==> src/rtl/multicycle_ctrl_if.sv <==
// Control bundle between the multi-cycle sequencer and the RV32I datapath/memory.
// The sequencer side is the master; the datapath side drives opcode and mem_ready.
interface multicycle_ctrl_if #(
  parameter int CNT_W = 32
);
  logic [6:0]       opcode;
  logic             mem_ready;
  logic             mem_req;
  logic             mem_we;
  logic             iord;
  logic             ir_w;
  logic             pc_w;
  logic             pc_w_cond;
  logic             pc_src;
  logic             alu_src;
  logic             alu_a_pc;
  logic [1:0]       alu_op;
  logic             reg_w;
  logic             mem_reg;
  logic             illegal;
  logic [CNT_W-1:0] instret;
  logic [3:0]       state;

  modport master (
    input  opcode, mem_ready,
    output mem_req, mem_we, iord, ir_w, pc_w, pc_w_cond, pc_src,
           alu_src, alu_a_pc, alu_op, reg_w, mem_reg, illegal, instret, state
  );

  modport slave (
    output opcode, mem_ready,
    input  mem_req, mem_we, iord, ir_w, pc_w, pc_w_cond, pc_src,
           alu_src, alu_a_pc, alu_op, reg_w, mem_reg, illegal, instret, state
  );
endinterface

==> src/rtl/multicycle_ctrl.sv <==
// Multi-cycle RV32I sequencer: walks each instruction through fetch/decode/execute
// states over a shared memory port and counts retired instructions.
module multicycle_ctrl #(
  parameter int CNT_W = 32
) (
  input  logic              clk,
  input  logic              rst,
  multicycle_ctrl_if.master bus
);

  typedef enum logic [3:0] {
    S_FETCH  = 4'd0,
    S_DECODE = 4'd1,
    S_EXEC   = 4'd2,
    S_ALUWB  = 4'd3,
    S_ADDR   = 4'd4,
    S_MEMRD  = 4'd5,
    S_LDWB   = 4'd6,
    S_MEMWR  = 4'd7,
    S_BRANCH = 4'd8,
    S_JAL    = 4'd9,
    S_TRAP   = 4'd10
  } state_t;

  typedef enum logic [3:0] {
    C_RTYPE, C_ITYPE, C_LUI, C_AUIPC, C_LOAD, C_STORE, C_BRANCH, C_JAL, C_OTHER
  } cls_t;

  state_t           state_reg, state_next;
  cls_t             cls_reg, cls_dec;
  logic [CNT_W-1:0] instret_reg;

  logic       retire;
  logic       mem_req, mem_we, iord, ir_w, pc_w, pc_w_cond, pc_src;
  logic       alu_src, alu_a_pc, reg_w, mem_reg;
  logic [1:0] alu_op;

  always_comb begin
    case (bus.opcode)
      7'b0110011: cls_dec = C_RTYPE;
      7'b0010011: cls_dec = C_ITYPE;
      7'b0110111: cls_dec = C_LUI;
      7'b0010111: cls_dec = C_AUIPC;
      7'b0000011: cls_dec = C_LOAD;
      7'b0100011: cls_dec = C_STORE;
      7'b1100011: cls_dec = C_BRANCH;
      7'b1101111: cls_dec = C_JAL;
      default:    cls_dec = C_OTHER;
    endcase
  end

  // The class is captured once in DECODE so later states are immune to IR changes.
  always_ff @(posedge clk) begin
    if (rst) begin
      state_reg   <= S_FETCH;
      cls_reg     <= C_OTHER;
      instret_reg <= '0;
    end else begin
      state_reg <= state_next;
      if (state_reg == S_DECODE) cls_reg <= cls_dec;
      if (retire) instret_reg <= instret_reg + CNT_W'(1);
    end
  end

  always_comb begin
    state_next = state_reg;
    retire     = 1'b0;
    mem_req    = 1'b0;
    mem_we     = 1'b0;
    iord       = 1'b0;
    ir_w       = 1'b0;
    pc_w       = 1'b0;
    pc_w_cond  = 1'b0;
    pc_src     = 1'b0;
    alu_src    = 1'b0;
    alu_a_pc   = 1'b0;
    alu_op     = 2'b00;
    reg_w      = 1'b0;
    mem_reg    = 1'b0;
    case (state_reg)
      S_FETCH: begin
        mem_req = 1'b1;
        if (bus.mem_ready) begin
          ir_w       = 1'b1;
          pc_w       = 1'b1;
          state_next = S_DECODE;
        end
      end
      S_DECODE: begin
        case (cls_dec)
          C_RTYPE, C_ITYPE, C_LUI, C_AUIPC: state_next = S_EXEC;
          C_LOAD, C_STORE:                  state_next = S_ADDR;
          C_BRANCH:                         state_next = S_BRANCH;
          C_JAL:                            state_next = S_JAL;
          default:                          state_next = S_TRAP;
        endcase
      end
      S_EXEC: begin
        case (cls_reg)
          C_RTYPE: alu_op = 2'b10;
          C_ITYPE: begin alu_op = 2'b11; alu_src = 1'b1; end
          C_AUIPC: begin alu_src = 1'b1; alu_a_pc = 1'b1; end
          default: alu_src = 1'b1;
        endcase
        state_next = S_ALUWB;
      end
      S_ALUWB: begin
        reg_w      = 1'b1;
        retire     = 1'b1;
        state_next = S_FETCH;
      end
      S_ADDR: begin
        alu_src    = 1'b1;
        state_next = (cls_reg == C_STORE) ? S_MEMWR : S_MEMRD;
      end
      S_MEMRD: begin
        mem_req = 1'b1;
        iord    = 1'b1;
        if (bus.mem_ready) state_next = S_LDWB;
      end
      S_LDWB: begin
        reg_w      = 1'b1;
        mem_reg    = 1'b1;
        retire     = 1'b1;
        state_next = S_FETCH;
      end
      S_MEMWR: begin
        mem_req = 1'b1;
        mem_we  = 1'b1;
        iord    = 1'b1;
        if (bus.mem_ready) begin
          retire     = 1'b1;
          state_next = S_FETCH;
        end
      end
      S_BRANCH: begin
        alu_op     = 2'b01;
        pc_w_cond  = 1'b1;
        pc_src     = 1'b1;
        retire     = 1'b1;
        state_next = S_FETCH;
      end
      S_JAL: begin
        reg_w      = 1'b1;
        pc_w       = 1'b1;
        pc_src     = 1'b1;
        retire     = 1'b1;
        state_next = S_FETCH;
      end
      S_TRAP:  state_next = S_TRAP;
      default: state_next = S_FETCH;
    endcase
  end

  // Everything is forced low while rst is high, so an in-flight request drops immediately.
  assign bus.mem_req   = mem_req & ~rst;
  assign bus.mem_we    = mem_we & ~rst;
  assign bus.iord      = iord & ~rst;
  assign bus.ir_w      = ir_w & ~rst;
  assign bus.pc_w      = pc_w & ~rst;
  assign bus.pc_w_cond = pc_w_cond & ~rst;
  assign bus.pc_src    = pc_src & ~rst;
  assign bus.alu_src   = alu_src & ~rst;
  assign bus.alu_a_pc  = alu_a_pc & ~rst;
  assign bus.alu_op    = rst ? 2'b00 : alu_op;
  assign bus.reg_w     = reg_w & ~rst;
  assign bus.mem_reg   = mem_reg & ~rst;
  assign bus.illegal   = (state_reg == S_TRAP) & ~rst;
  assign bus.instret   = rst ? '0 : instret_reg;
  assign bus.state     = rst ? 4'd0 : state_reg;

endmodule

==> src/flat_wrapper.sv <==
// flat-port wrapper written by rule: the top's interface ports become plain ports
module multicycle_ctrl_flat 
#(
  parameter int CNT_W = 32
)
  (clk, rst, bus_opcode, bus_mem_ready, bus_mem_req, bus_mem_we, bus_iord, bus_ir_w, bus_pc_w, bus_pc_w_cond, bus_pc_src, bus_alu_src, bus_alu_a_pc, bus_alu_op, bus_reg_w, bus_mem_reg, bus_illegal, bus_instret, bus_state);
  multicycle_ctrl_if #(.CNT_W(CNT_W)) bus_i ();
  input  logic clk;
  input  logic rst;
  input wire logic [$bits(bus_i.opcode)-1:0] bus_opcode;
  input wire logic [$bits(bus_i.mem_ready)-1:0] bus_mem_ready;
  output wire logic [$bits(bus_i.mem_req)-1:0] bus_mem_req;
  output wire logic [$bits(bus_i.mem_we)-1:0] bus_mem_we;
  output wire logic [$bits(bus_i.iord)-1:0] bus_iord;
  output wire logic [$bits(bus_i.ir_w)-1:0] bus_ir_w;
  output wire logic [$bits(bus_i.pc_w)-1:0] bus_pc_w;
  output wire logic [$bits(bus_i.pc_w_cond)-1:0] bus_pc_w_cond;
  output wire logic [$bits(bus_i.pc_src)-1:0] bus_pc_src;
  output wire logic [$bits(bus_i.alu_src)-1:0] bus_alu_src;
  output wire logic [$bits(bus_i.alu_a_pc)-1:0] bus_alu_a_pc;
  output wire logic [$bits(bus_i.alu_op)-1:0] bus_alu_op;
  output wire logic [$bits(bus_i.reg_w)-1:0] bus_reg_w;
  output wire logic [$bits(bus_i.mem_reg)-1:0] bus_mem_reg;
  output wire logic [$bits(bus_i.illegal)-1:0] bus_illegal;
  output wire logic [$bits(bus_i.instret)-1:0] bus_instret;
  output wire logic [$bits(bus_i.state)-1:0] bus_state;
  assign bus_i.opcode = bus_opcode;
  assign bus_i.mem_ready = bus_mem_ready;
  assign bus_mem_req = bus_i.mem_req;
  assign bus_mem_we = bus_i.mem_we;
  assign bus_iord = bus_i.iord;
  assign bus_ir_w = bus_i.ir_w;
  assign bus_pc_w = bus_i.pc_w;
  assign bus_pc_w_cond = bus_i.pc_w_cond;
  assign bus_pc_src = bus_i.pc_src;
  assign bus_alu_src = bus_i.alu_src;
  assign bus_alu_a_pc = bus_i.alu_a_pc;
  assign bus_alu_op = bus_i.alu_op;
  assign bus_reg_w = bus_i.reg_w;
  assign bus_mem_reg = bus_i.mem_reg;
  assign bus_illegal = bus_i.illegal;
  assign bus_instret = bus_i.instret;
  assign bus_state = bus_i.state;
  multicycle_ctrl #(.CNT_W(CNT_W)) u_core (.clk(clk), .rst(rst), .bus(bus_i));
endmodule
==> config.mk <==
export PLATFORM = sky130hd
export DESIGN_NAME = multicycle_ctrl_flat
export DESIGN_NICKNAME = d
export VERILOG_FILES = /design/src/rtl/multicycle_ctrl_if.sv /design/src/rtl/multicycle_ctrl.sv /design/src/flat_wrapper.sv
export SDC_FILE = /design/constraint.sdc
export NUM_CORES = 1
export LEC_CHECK = 0
export CAP_MARGIN = 5
export CORE_MARGIN = 2
export CORE_UTILIZATION = 54
export CTS_CLUSTER_DIAMETER = 150
export DETAILED_ROUTE_END_ITERATION = 12
export PLACE_DENSITY_LB_ADDON = 0.1
export SLEW_MARGIN = 20
export SYNTH_ARGS = -nofsm -noshare
export SYNTH_HDL_FRONTEND = slang
export SYNTH_SLANG_ARGS = --single-unit
==> constraint.sdc <==
create_clock -name clk -period 5.2 [get_ports clk]
set_input_delay 0.78 -clock clk [delete_from_list [all_inputs] [get_ports clk]]
set_output_delay 0.78 -clock clk [all_outputs]
set_load 0.005 [all_outputs]
# Yosys cells after proc, flatten, opt, wreduce, memory -nomap -nowiden
# Memory sizes are Yosys's and may differ from the RTL's.
# Index checks and enable logic that the tools add are counted.
totals:
  regBits: 40
  mem_bits_ro: 32
  input_bits: 10
  out_inout_bits: 50
  mem_count: 1
memory_table:
  columns: ["name", "words", "word_bits", "rd", "rd_clocked_by_memory_dff", "wr", "line", "text"]
  rows:
  - ["(no name shown)", 8, 4, 1, 0, 0, "multicycle_ctrl.sv:90", "case (cls_dec)"]
classes:
  add_sub_neg: 1
  n_eq_ne: 24
  n_mux: 27
  n_bitwise: 13
  n_reduce_logical: 8
op_table:
  columns: ["cell", "n"]
  rows:
  - ["$add A32 B1 Y32 const B", 1]
  - ["$mux W32", 1]
  - ["$pmux W4 S8", 1]
  - ["$pmux W4 S7", 1]
  - ["$eq A7 B6 Y1 const B", 3]
  - ["$eq A4 B3 Y1 const B", 5]
  - ["$mux W4", 5]
  - ["$eq A7 B5 Y1 const B", 2]
  - ["$eq A7 B7 Y1 const B", 2]
  - ["$and A1 B1 Y1", 12]
  - ["$eq A4 B2 Y1 const B", 3]
  - ["$eq A4 B4 Y1 const B", 3]
  - ["$mux W1", 12]
  - ["$eq A4 B1 Y1 const B", 2]
  - ["$logic_not A4 Y1", 2]
  - ["$pmux W2 S2", 2]
  - ["$eq A7 B2 Y1 const B", 1]
  - ["$ne A2 B2 Y1 const B", 3]
  - ["$pmux W1 S2", 3]
  - ["$reduce_or A3 Y1", 2]
  - ["$mux W2", 2]
  - ["$reduce_or A2 Y1", 2]
  - ["$reduce_or A4 Y1", 1]
  - ["$reduce_and A3 Y1", 1]
  - ["$not A1 Y1", 1]

# Longest topological paths before layout
# An unclocked memory read counts as a cell.
depth:
  ltp_word: 5
  mapped_depth: 8

# Worst setup path before layout
# Ideal clock, no wire load.
synth_path:
  kind: "in2out"
  from: "input rst"
  to: "output bus_reg_w"
  arrival_ns: 1.688
  slack_ns: 2.732
  stages: 4
  cell_sequence: "clkbuf_1 > buf_1 > clkbuf_1 > a21oi_1"
synth_via:
  elab_chain_cells: 2
synth_lines:
  columns: ["element", "line", "text"]
  rows:
  - ["start, declared", "flat_wrapper.sv:9", "input logic rst;"]
  - ["$not A1 Y1", "multicycle_ctrl.sv:166", "assign bus.reg_w = reg_w & ~rst;"]
  - ["$and A1 B1 Y1", "multicycle_ctrl.sv:166", null]
  - ["end, declared", "flat_wrapper.sv:22", "output wire logic [$bits(bus_i.reg_w)-1:0] bus_reg_w;"]
# No other way between the ends.

# Worst setup path after layout
layout_path:
  from: "input rst"
  to: "output bus_instret[25]"
layout_via:
  elab_chain_cells: 1
layout_lines:
  columns: ["element", "line", "text"]
  rows:
  - ["$mux W32", "multicycle_ctrl.sv:169", "assign bus.instret = rst ? '0 : instret_reg;"]
  - ["end, declared", "flat_wrapper.sv:25", "output wire logic [$bits(bus_i.instret)-1:0] bus_instret;"]
# No other way between the ends.

==> implementation parameters <==
Parameter                              Value

Run status
  Status ... finished, final reports clean

Routing
  Via/cell ratio ... 5.84
  Remaining design rule violation count ... 0
  WL final ... 5.83 mm
  Total iterations of the first detailed-routing run ... 4
  Initial drt markers ... 168
  Average wire per cell in the routed design ... 13.5 um
  Post-DRT Antenna Nets ... 0
  Via count ... 2,517

Pwr
  Overall Power ... 580 uW
  Maximum vdd ir drop ... 117 uV
  Combinational group share of total power ... 11.6%
  Power share of the clock group ... 34.2%
  Sequential Power Share ... 54.2%
  Power Dens Cells ... 185 mW/mm^2
  Static Leak ... 0.00100 uW
  Cell Int Power ... 427 uW
  Net Switching ... 154 uW
  Switching Fraction ... 26.5%

Timing
  Final hold viol count ... 0
  Setup TNS Final ... 0 ns
  Setup repair after global routing missed its margin ... false
  Transition time of the tightest slew-check pin ... 0.976 ns
  Max-slew violations ... 0
  Top achievable clock speed ... 311 MHz
  Hold_ws ... 0.497 ns
  Final number of setup-violating endpoints ... 0
  Final Cycle Share ... 61.8%
  Shortest clock period the worst path allows after layout ... 3.21 ns
  Worst slew margin relative to its limit ... 34.8%
  Worst Skew ... 0.00931 ns

Clocking
  Count of H-tree levels built during CTS ... 2
  Setup Buffers After CTS ... 0
  CTS tree ... built
  Number of clock buffers inserted by TritonCTS ... 5
  Quantity of hold-fixing buffers added after cts ... 0
  CTS sink cnt ... 40
  Worst-Skew Late Latency ... 0.29 ns
  Clock Path Buffers ... 2
  Clk root buf ... clkbuf_8
  CTS clk-pin slew, worst paths ... 0.08 ns
  Number of gates resized after cts ... 0

Synth
  Syn Nets ... 342
  Main synth FF type ... dfxtp_1
  Number of flops mapped to enable cells by yosys ... 0
  Instance count of the mapped netlist ... 331
  Combined area of all synthesized cells ... 0.00247 sq mm
  Number of unique standard cell types used by synthesis ... 48
  Mean cell area of the mapped netlist ... 7.48 sq um
  Synth warnings ... 0
  Register area share after synthesis ... 32.4%
  Async set-reset flop share out of synthesis ... 0%
  Synth Register Bits ... 40

Global routing
  Maximum number of pins on one net before global-route repair ... 49
  Via count of the first global-routing pass ... 2,135
  Met3 Use GR ... 3.80%
  Met1 Resource Use GR ... 31.4%
  Global-route wire length before repair ... 9.61 mm
  Global router's overall resource usage ... 22.8%
  Top Usage Layer GRT ... met2
  Met2 capacity usage during global routing ... 37.1%
  Total overflow reported by the global router ... 0
  Number of antenna violations at the first check in global routing ... 0

Cells and area
  Relative area change from synthesis to final layout ... 26.8%
  Number of nets in the layout ... 390
  Fin cells ... 431
  Antenna diode instance count ... 0
  Post-layout util ... 71.6%
  Layout cells sized above 1 ... 5.28%
  Max reg flops ... 32

Worst hold path
  Path class of the lowest-slack min-delay path ... reg -> reg

Die
  Die footprint ... 0.00514 sq mm
  Core area ... 0.00438 sq mm
  Horizontal extent of the die ... 71.7 um
  I/O pin count ... 60
  Rows ... 24
  Die span in y ... 71.7 um
  Initial Util ... 56.4%

Flow run
  Number of maximum-capacitance violations ... 0

Critical path
  Maximum fanout along the worst path ... 48
  Kind of capture point of the worst setup path ... primary output
  Signal arrival time at the worst endpoint ... 2.43 ns
  Path type of the worst setup path ... in -> out
  Worst endpoint required time ... 4.42 ns
  Critical Path Start Type ... primary input

Place
  Final weighted congestion in routability-driven placement ... 0.872
  # placed instances ... 424
  Port Buffer Count ... 59
  Half-perimeter wire length of the detailed placement result ... 4.07 mm
-- metal layers --
| layer | vias up | share of wire, % |
|---|---|---|
| met3 | 4 | 5.3 |
| li1 | 1281 | - |
| met1 | 1169 | 46 |
| met2 | 63 | 48 |
| met5 | - | 0 |
| met4 | 0 | 0.62 |
-- synthesized netlist by cell type, drive strengths merged, types with 8 or more instances --
| master | count | share of area (%) |
|---|---|---|
| a21oi | 17 | 3.4 |
| clkbuf | 17 | 2.6 |
| dfxtp | 40 | 32 |
| inv | 8 | 1.2 |
| nand2 | 19 | 2.9 |
| nand3 | 14 | 2.8 |
| nand4 | 13 | 3.5 |
| nor2 | 41 | 6.2 |
| nor2b | 33 | 8.3 |
| nor3 | 13 | 2.6 |
| nor4 | 12 | 3.0 |
| o21ai | 19 | 3.8 |
| or3 | 12 | 3.0 |
| xnor2 | 13 | 4.6 |
-- path summary, 6_finish.rpt --
check                                      start                             endpoint  slack (ns)  cells past startpoint
min reg2reg  u_core.instret_reg[31]$_SDFFE_PP0P_  u_core.instret_reg[31]$_SDFFE_PP0P_        0.50                      2
max reg2reg     u_core.state_reg[2]$_SDFFE_PP0P_  u_core.instret_reg[25]$_SDFFE_PP0P_        2.50                      5
min          u_core.instret_reg[31]$_SDFFE_PP0P_  u_core.instret_reg[31]$_SDFFE_PP0P_        0.50                      2
max                                          rst                      bus_instret[25]        1.99                      4
-- cells in the final DEF (no fill, tap or decap), types with 5 or more instances in the layout --
| master | netlist | layout |
|---|---|---|
| nor3_1 | 13 | 13 |
| nand4_1 | 12 | 12 |
| nor2_1 | 41 | 41 |
| or3_1 | 12 | 12 |
| nor4_1 | 12 | 12 |
| xnor2_1 | 13 | 13 |
| nand3_1 | 14 | 14 |
| a21oi_1 | 17 | 17 |
| clkdlybuf4s50_1 | 0 | 58 |
| clkbuf_8 | 0 | 5 |
| a22oi_1 | 5 | 5 |
| nor2b_1 | 33 | 33 |
| mux2_2 | 5 | 5 |
| inv_1 | 8 | 8 |
| o21ai_0 | 18 | 18 |
| dfxtp_1 | 40 | 40 |
| nand2_1 | 19 | 19 |
-- cell type report --
class	instances	area, sq um
inverters	8	30.0
fillers	374	1240
multi-input cells	263	1570
flip-flops and latches	40	801
clock buffers	6	72.6
repair buffers	61	601
well taps	52	65.1
clock inverters	1	5.00
-- power by group through the flow --
stage / sequential [uW] / combinational [uW] / clock, uW
finish: 315 / 67.6 / 198
global route: 315 / 74.5 / 210
CTS: 314 / 67.2 / 201
detailed placement: 321 / 66.7 / 0
global placement: 321 / 65.8 / 0
floorplan: 316 / 45.1 / 0
-- cell families (layout without fill, tap and decap cells) --
group / after synthesis / count (layout) / synth area share [%]
and+or+nand+nor: 181 / 181 / 39.7
AOI/OAI and AO/OA: 61 / 61 / 15.2
DFF: 40 / 40 / 32.4
buffers and inverters: 28 / 76 / 4.60
xor gates and xnor gates: 14 / 14 / 4.95
muxes: 6 / 6 / 2.68
adders and majority gates: 1 / 1 / 0.505
-- per-stage QoR --
stage / setup WS [ns] / instance area (sq um)
after CTS: 1.99 / 3140
after global routing: 1.85 / 3140
after detailed placement: 1.92 / 3060
after global placement: 1.97 / 3060
final: 1.99 / 3140
after floorplan: 2.73 / 2470
-- worst max-delay path, cell delays in order --
cell	delay (ns)
buf_2	0.62
buf_4	0.44
nor2b_1	0.11
clkdlybuf4s50_1	0.46
Power figures use the tool's default switching activity.
